--- src/rtl/operand_fetch_stage_pkg.sv ---
// operand_fetch_stage_pkg: shared ID/EX pipeline types and default widths
package operand_fetch_stage_pkg;
  localparam int DEF_ADDR = 5;
  localparam int DEF_BUS_W = 32;
  typedef struct packed {
    logic [DEF_BUS_W-1:0] op_a;
    logic [DEF_BUS_W-1:0] op_b;
    logic [DEF_BUS_W-1:0] store_data;
    logic [DEF_ADDR-1:0] rd_addr;
    logic reg_write;
    logic mem_read;
  } idex_t;
  typedef enum logic [1:0] {FWD_RF, FWD_WB, FWD_MEM} fwd_sel_t;
endpackage

--- src/rtl/operand_fetch_stage_forward_mux.sv ---
// forward_mux: single-operand bypass selector, MEM over WB over register file
module forward_mux
  import operand_fetch_stage_pkg::*;
#(
  parameter int ADDR = DEF_ADDR,
  parameter int BUS_W = DEF_BUS_W
) (
  input  logic [ADDR-1:0]  src,
  input  logic [ADDR-1:0]  mem_rd_addr,
  input  logic             mem_reg_write,
  input  logic [BUS_W-1:0] mem_result,
  input  logic [ADDR-1:0]  wb_rd_addr,
  input  logic             wb_reg_write,
  input  logic [BUS_W-1:0] wb_data,
  input  logic [BUS_W-1:0] rf_data,
  output logic [BUS_W-1:0] value,
  output fwd_sel_t         sel
);
  always_comb begin
    sel = (src == '0) ? FWD_RF :
          (mem_reg_write && mem_rd_addr == src) ? FWD_MEM :
          (wb_reg_write && wb_rd_addr == src) ? FWD_WB : FWD_RF;
    value = (src == '0) ? '0 :
            (sel == FWD_MEM) ? mem_result :
            (sel == FWD_WB) ? wb_data : rf_data;
  end
endmodule

--- src/rtl/operand_fetch_stage.sv ---
// operand_fetch_stage: ID/EX operand fetch with MEM/WB forwarding and load-use stall
module operand_fetch_stage
  import operand_fetch_stage_pkg::*;
#(
  parameter int ADDR = DEF_ADDR,
  parameter int BUS_W = DEF_BUS_W
) (
  input  logic             reset,
  input  logic             reloj,
  input  logic             in_valid,
  output logic             in_ready,
  input  logic [ADDR-1:0]  in_rs_addr,
  input  logic [ADDR-1:0]  in_rt_addr,
  input  logic [ADDR-1:0]  in_rd_addr,
  input  logic             in_reg_write,
  input  logic             in_mem_read,
  input  logic             in_use_imm,
  input  logic [BUS_W-1:0] in_imm,
  output logic [ADDR-1:0]  rs_addr,
  output logic [ADDR-1:0]  rt_addr,
  input  logic [BUS_W-1:0] rs_data,
  input  logic [BUS_W-1:0] rt_data,
  input  logic [ADDR-1:0]  mem_rd_addr,
  input  logic             mem_reg_write,
  input  logic [BUS_W-1:0] mem_result,
  input  logic [ADDR-1:0]  wb_rd_addr,
  input  logic             wb_reg_write,
  input  logic [BUS_W-1:0] wb_data,
  input  logic             flush,
  output logic             out_valid,
  input  logic             out_ready,
  output logic [BUS_W-1:0] out_op_a,
  output logic [BUS_W-1:0] out_op_b,
  output logic [BUS_W-1:0] out_store_data,
  output logic [ADDR-1:0]  out_rd_addr,
  output logic             out_reg_write,
  output logic             out_mem_read,
  output logic [15:0]      stall_count
);
  idex_t r;
  logic hazard, advance;
  logic [BUS_W-1:0] a_val, b_val;
  fwd_sel_t a_sel, b_sel;
  assign rs_addr = in_rs_addr;
  assign rt_addr = in_rt_addr;
  forward_mux #(.ADDR(ADDR), .BUS_W(BUS_W)) fwd_a (
    .src(in_rs_addr), .mem_rd_addr(mem_rd_addr), .mem_reg_write(mem_reg_write),
    .mem_result(mem_result), .wb_rd_addr(wb_rd_addr), .wb_reg_write(wb_reg_write),
    .wb_data(wb_data), .rf_data(rs_data), .value(a_val), .sel(a_sel)
  );
  forward_mux #(.ADDR(ADDR), .BUS_W(BUS_W)) fwd_b (
    .src(in_rt_addr), .mem_rd_addr(mem_rd_addr), .mem_reg_write(mem_reg_write),
    .mem_result(mem_result), .wb_rd_addr(wb_rd_addr), .wb_reg_write(wb_reg_write),
    .wb_data(wb_data), .rf_data(rt_data), .value(b_val), .sel(b_sel)
  );
  // a load still in ID/EX cannot be bypassed yet; its consumer waits one bubble
  assign hazard = in_valid && out_valid && r.mem_read && r.rd_addr != '0 &&
                  (r.rd_addr == in_rs_addr || (r.rd_addr == in_rt_addr && !in_use_imm));
  assign advance = !out_valid || out_ready;
  assign in_ready = advance && !hazard && !flush;
  always_ff @(posedge reloj or posedge reset) begin
    if (reset) begin
      out_valid <= 1'b0;
      r <= '0;
      stall_count <= '0;
    end else if (flush) begin
      out_valid <= 1'b0;
    end else if (advance) begin
      out_valid <= in_valid && !hazard;
      if (hazard) stall_count <= (&stall_count) ? stall_count : stall_count + 16'd1;
      else if (in_valid) r <= '{op_a: a_val, op_b: in_use_imm ? in_imm : b_val,
                                store_data: b_val, rd_addr: in_rd_addr,
                                reg_write: in_reg_write, mem_read: in_mem_read};
    end
  end
  assign out_op_a = r.op_a;
  assign out_op_b = r.op_b;
  assign out_store_data = r.store_data;
  assign out_rd_addr = r.rd_addr;
  assign out_reg_write = r.reg_write;
  assign out_mem_read = r.mem_read;
  a_zero_rf: assert property (@(posedge reloj) disable iff (reset) in_rs_addr == '0 |-> a_sel == FWD_RF);
  b_zero_rf: assert property (@(posedge reloj) disable iff (reset) in_rt_addr == '0 |-> b_sel == FWD_RF);
endmodule

--- config.mk ---
export PLATFORM = sky130hd
export DESIGN_NAME = operand_fetch_stage
export DESIGN_NICKNAME = d
export VERILOG_FILES = /design/src/rtl/operand_fetch_stage_pkg.sv /design/src/rtl/operand_fetch_stage_forward_mux.sv /design/src/rtl/operand_fetch_stage.sv
export SDC_FILE = /design/constraint.sdc
export NUM_CORES = 1
export LEC_CHECK = 0
export BUFFER_PORTS_ARGS = -buffer_cell sky130_fd_sc_hd__buf_2
export CAP_MARGIN = 20
export CORE_MARGIN = 4
export CORE_UTILIZATION = 47
export DETAILED_ROUTE_END_ITERATION = 12
export GPL_TIMING_DRIVEN = 0
export PLACE_DENSITY = 0.82
export SYNTH_ARGS = -nofsm -noshare
export SYNTH_HDL_FRONTEND = slang
export SYNTH_SLANG_ARGS = --single-unit
--- constraint.sdc ---
create_clock -name reloj -period 3.95 [get_ports reloj]
set_clock_uncertainty 0.05 [all_clocks]
set_input_delay 0.1975 -clock reloj [delete_from_list [all_inputs] [get_ports reloj]]
set_output_delay 0.1975 -clock reloj [all_outputs]
set_load 0.005 [all_outputs]
# After elaboration in Yosys (flattened, before gate mapping)
# Cells that the tools add are included.
# totals
wordCells,62
output_inout_bits,131
reg_bits,120
# op_classes
add_sub_neg,1
reduce_logical,25
muxes,15
n_eq_ne,10
n_bitwise,3
# op_table
cell,count
2-to-1 mux 32 bit,7
equality test 5 bit,6
adder 16 x 1 -> 16 bit (second input constant),1
AND reduction 16 bit,1
logical AND 1 bit,12
zero test 5 bit,2
2-to-1 mux 2 bit,4
AND reduction 4 bit,2
nonzero test 5 bit,1
equality test 2 x 1 -> 1 bit (second input constant),2
equality test 2 bit (second input constant),2
zero test 1 bit,4
2-to-1 mux 1 bit,4
inverter 1 bit,3
logical OR 1 bit,2
nonzero test 2 bit,1

# Depth between registers and ports, before layout
# logic_depth
ltp_word,10
ltp_mapped,10
ltp_nobuf,7

# Hierarchy
# From an unflattened synthesis, not the netlist that was laid out.
# unflattened
hier_cells,779
hier_area_um2,8320.5
# by_module_without_submodules
mod,area_per_inst_um2,n_inst,cells_each
operand_fetch_stage,5647.9,1,367
forward_mux,1336.3,2,206

# Worst setup path before layout
# OpenSTA, ideal clock, no wires.
# synth_path
path_type,reg-to-reg
from,"reg r, in the netlist out_rd_addr[0]"
to,"reg r, in the netlist out_rd_addr[0]"
arrival_ns,1.964
slack_ns,1.812
setup_time_ns,0.125
path_stages_with_launch,8
required_time_ns,3.775
n_path_buf,2
cell_sequence,dfrtp_1 > xnor2_1 > nand4_1 > o32a_1 > o21bai_1 > buf_2 > buf_2 > mux2_2
# synth_via
elab_chain_cells,6
elab_cells_between_ends,9
# synth_rtl
element,line,rtl
"start, declared",operand_fetch_stage.sv:40,idex_t r;
"start signal, assigned",operand_fetch_stage.sv:71,"else if (in_valid) r <= '{op_a: a_val, op_b: in_use_imm ? in_imm : b_val,"
equality test 5 bit,operand_fetch_stage.sv:58,(r.rd_addr == in_rs_addr || (r.rd_addr == in_rt_addr && !in_use_imm));
logical AND 1 bit,operand_fetch_stage.sv:58,
logical OR 1 bit,operand_fetch_stage.sv:58,
logical AND 1 bit *,operand_fetch_stage.sv:57,assign hazard = in_valid && out_valid && r.mem_read && r.rd_addr != '0 &&
inverter 1 bit (no line) *,--,
AND reduction 4 bit (no line) *,--,
# Every way passes the cells marked *; elsewhere a longest branch is shown, timed or not.
# A chain may end at the register's enable or synchronous reset.

# Final worst setup path
# layout_path
from,"reg r, in the netlist out_rd_addr[1]"
to,"reg r, in the netlist out_op_a[16]"
# Same word-level chain as after synthesis.

==> results <==
- At the worst endpoint, the arrival time is 3.03 ns.
- The final count of hold timing violations came to 0.
- The analysis attributes to net switching a power of 1120 uW.
- The cell type with the highest aggregate area in the netlist is sky130_fd_sc_hd__dfrtp_1.
- The fraction of the mapped netlist area in simple logic gates is 7.57%.
- For the pin with the worst max-slew slack, the measured transition is 0.881 ns.
- Buffers inserted during clock tree synthesis total 17.
- The layout overhead on the synthesized area is 36.8%.
- Of the total power, the clock network draws 38.8%.
- Global routing finished with a remaining overflow of 0.
- Once placement completed, the tool counted placed cells totaling 1,209.
- The worst setup path is launched from a flop.
- Gates resized during post-CTS repair numbered 0.
- The area enclosed by the die boundary is 16,700 sq um.
- On the worst path, the slowest cell contributes a delay of 0.58 ns.
- The adder-cell area share of the yosys netlist is 0.181%.
- The most used flip-flop cell after synthesis is sky130_fd_sc_hd__dfrtp_1.
- The tool flagged a number of max-cap violations equal to 0.
- The highest attainable clock frequency is 367 MHz.
- The number of buffers on the longest clock path is 2.
- The worst path uses 69.0% of the clock period.
- The worst setup path is captured at a flop.
- The total area inside the core boundary comes to 14,500 sq um.
- The post-route netlist has 38.2% of its cells at a drive strength greater than 1.
- The number of standard-cell rows in the floorplan is 44.
- The via count of the first global-routing pass is 7,518.
- The insertion delay to the later sink of the worst-skew pair is 0.42 ns.
- The maximum fanout encountered on the critical timing path is 10.
- The area fraction in compound gates after synthesis is 30.7%.
- The final antenna-violating net count is 0.
- The switching share of power is 28.5%.
- The vias after detailed routing is 7,528.
- The synthesized instance count is 701.
- The data required time of the critical path is 4.25 ns.
- The synthesized design contains 120 register bits.
- In the post-synthesis netlist, the cell with the most instances is sky130_fd_sc_hd__dfrtp_1.
- The smallest clock period supported by the final layout is computed as 2.73 ns.
- Clock-pin slew was measured on the worst setup and hold paths at 0.06 ns.
- For this design the ratio of total power to cell area is 415 nW/um^2.
- Input and output buffers added on the ports amount to 323.
- Setup repair after global routing left no endpoint under its margin.
- The xor and xnor fraction of the mapped netlist area is 5.70%.
- The tightest hold path in the finished design has a slack of 0.00768 ns.
- After synthesis, the largest area contributor takes up 43.4% of total cell area.
- The run finished with clean final reports.
- The final weighted congestion in routability-driven placement is 0.920.
- The number of standard cells in the layout, taps in and fillers out is 1,250.
- Walking the worst path, the cells encountered are or4_1, o2111ai_1, o21bai_1, a21oi_2, clkbuf_1, a22o_1.
- Global routing used 33.0% of the available tracks.
- In the synthesized netlist, mux cells make up 7.53% of the area.
- In this run, the number of DRC markers left after iteration 0 of detailed routing was 601.
- CTS built an H-tree with a depth of 4.
- The type of the worst min-delay path is input pin to flop.
- The number of sinks driven by the clock tree is 120.
- The routed design has 28,600 um of wire.
- Post-CTS timing repair inserted 0 buffers for setup.
- The worst pin sits at a relative slew slack of 41.3%.
- The die is 129 um tall.
- The cell area that synthesis handed to floorplanning was 6910 sq um.
- For this configuration, the core starts out at a cell density of 47.7%.
- The synthesized area divided by synthesized cell count is 9.86 sq um.
- Among all stages on the critical path, the largest delay is contributed by sky130_fd_sc_hd__or4_1.
- The antenna diode count is 0.
- The horizontal die dimension is 129 um.
- The total number of nets in the final design is 1,250.
- The sequential fraction of the synthesis area is 43.4%.
- The netlist uses 46 different library cells.
- Cell internal power was estimated by the tool at 2810 uW.
- The clock tree root driver cell is sky130_fd_sc_hd__clkbuf_16.
- The final-report max-slew violation count came to 0.
- The clock tree from TritonCTS is yes.
- The Yosys step of the flow raised 0 warnings.
- The initial antenna violation count is 3.
- After synthesis, the most frequently instantiated cells are sky130_fd_sc_hd__dfrtp_1, sky130_fd_sc_hd__o21ai_0, sky130_fd_sc_hd__nand2_1.
- The sequential group share of total power is 39.1%.
- The first detailed-routing pass took 5 iterations.
- The number of top-level pins is 326.
- The detailed placement HPWL is 20,800 um.
- Counting the fill cells in the layout gives 1,216.
- By startpoint and endpoint, the worst setup path is classified as flop to flop.
- After detailed routing, the number of vias per cell comes to 6.02.
- Combinational logic burns 22.1% of the power.
- By area, the combinational part of the netlist is dominated by compound AO/OA/AOI/OAI gates.
- The worst vdd rail ir drop is 0.258 mV.
- The total negative slack is 0 ns.
- The analysis attributes to cell leakage a power of 0.00487 uW.
- In the synthesized netlist the async set-or-reset flop fraction comes to 100%.
- The number of nets handed over by synthesis was 897.
- The largest net degree at the start of global routing is 91.
- The first-pass GRT wire length is 41,800 um.
- Setup violations remaining at the end of the flow were counted as 0.
- The synthesized design contains 0 enable-type register cells.
- Yosys attributes the largest share of cell area to sky130_fd_sc_hd__dfrtp_1, sky130_fd_sc_hd__mux2i_1, sky130_fd_sc_hd__o21ai_0, sky130_fd_sc_hd__a21o_1, sky130_fd_sc_hd__a22o_1.
- For this run, design rule violations remaining after detail routing come to 0.
- The routed length per placed instance is 22.9 um.
==> final timing paths <==
path | from | endpoint | slack (ns) | depth (start not counted)
hold / removal | out_ready | out_valid | 0.008 | 3
setup / recovery | out_rd_addr[1] | out_op_a[16] | 1.22 | 6
setup reg to reg | out_rd_addr[1] | out_op_a[16] | 1.22 | 6
min in group asynchronous | reset | out_op_b[7] | 0.25 | 3
max in group asynchronous | reset | out_op_b[16] | 2.85 | 4
hold reg to reg | out_store_data[13] | out_store_data[13] | 0.42 | 1
==> timing repair <==
| action | in CTS | in global routing |
|---|---|---|
| hold buffers | 10 | 0 |
| endpoints found under the setup margin | 0 | 0 |
| endpoints found under the hold margin | 39 | 0 |
==> registers in the layout, indices dropped and copies added, names as in the netlist <==
| name | cells |
|---|---|
| stall_count | 16 |
| out_op_b | 32 |
| out_mem_read | 1 |
| out_rd_addr | 5 |
| out_store_data | 32 |
| out_op_a | 32 |
| out_reg_write | 1 |
| out_valid | 1 |
==> cell type report <==
type	instances	area, sq um	share of cell area (%)
buffer	67	329	3.48
inverter	2	12.5	0.132
clock buffer	22	464	4.91
tap	184	230	2.43
multi-input combinational	512	3570	37.8
clock inverter	9	100	1.06
sequential	120	3000	31.8
timing repair buffer	334	1740	18.4
==> kinds of logic after synthesis <==
group	count (synthesis)
AO/OA/AOI/OAI	305
XOR/XNOR	45
adder cells (fa/ha/maj)	1
buffers and inverters	69
flip-flops	120
multiplexers	51
AND/OR/NAND/NOR	110
==> power by group through the flow <==
| stage | clock network [uW] | registers [uW] | logic, uW |
|---|---|---|---|
| 2_1_floorplan | 0 | 1550 | 393 |
| 3_3_place_gp | 0 | 1550 | 833 |
| 3_5_place_dp | 0 | 1550 | 856 |
| 4_1_cts | 1530 | 1530 | 867 |
| 5_1_grt | 1580 | 1550 | 940 |
| 6_report | 1520 | 1540 | 867 |
==> cell usage in the layout, fill, tap and decap left out, types with 14 or more instances in the layout <==
cell type                   instances
sky130_fd_sc_hd__mux2i_1           43
sky130_fd_sc_hd__xor2_1            14
sky130_fd_sc_hd__nand2_1           63
sky130_fd_sc_hd__clkbuf_16         17
sky130_fd_sc_hd__o21ai_0           84
sky130_fd_sc_hd__a21oi_1           51
sky130_fd_sc_hd__a21o_1            47
sky130_fd_sc_hd__a22o_1            32
sky130_fd_sc_hd__dfrtp_1          120
sky130_fd_sc_hd__xnor2_1           31
sky130_fd_sc_hd__a211oi_1          29
sky130_fd_sc_hd__a2bb2oi_1         22
sky130_fd_sc_hd__buf_2            340
sky130_fd_sc_hd__clkbuf_1          33
==> worst max-delay path, delay by kind of cell, from the launching register on <==
kind / cells / cell delay (ns)
buffers and inverters: 1 / 0.56
DFF: 1 / 0.44
and+or+nand+nor: 1 / 0.58
AOI/OAI and AO/OA: 4 / 1.02
==> per-stage QoR <==
stage,power [uW],setup slack [ns],util [%],cell area (sq um)
3_3_place_gp,2380,-0.977,60.5,8760
2_1_floorplan,1950,0.517,-,6910
6_report,3930,1.22,65.3,9460
4_1_cts,3920,1.27,65.3,9460
3_5_place_dp,2410,1.31,60.7,8790
5_1_grt,4080,1.13,65.3,9460
==> per-layer routing <==
layer,track usage (%),wire (um)
met1,40.7,10800
met2,55.2,13800
met3,8.16,2990
met4,14.2,901
met5,0,40
No activity file was read; power rests on OpenSTA's default activity.
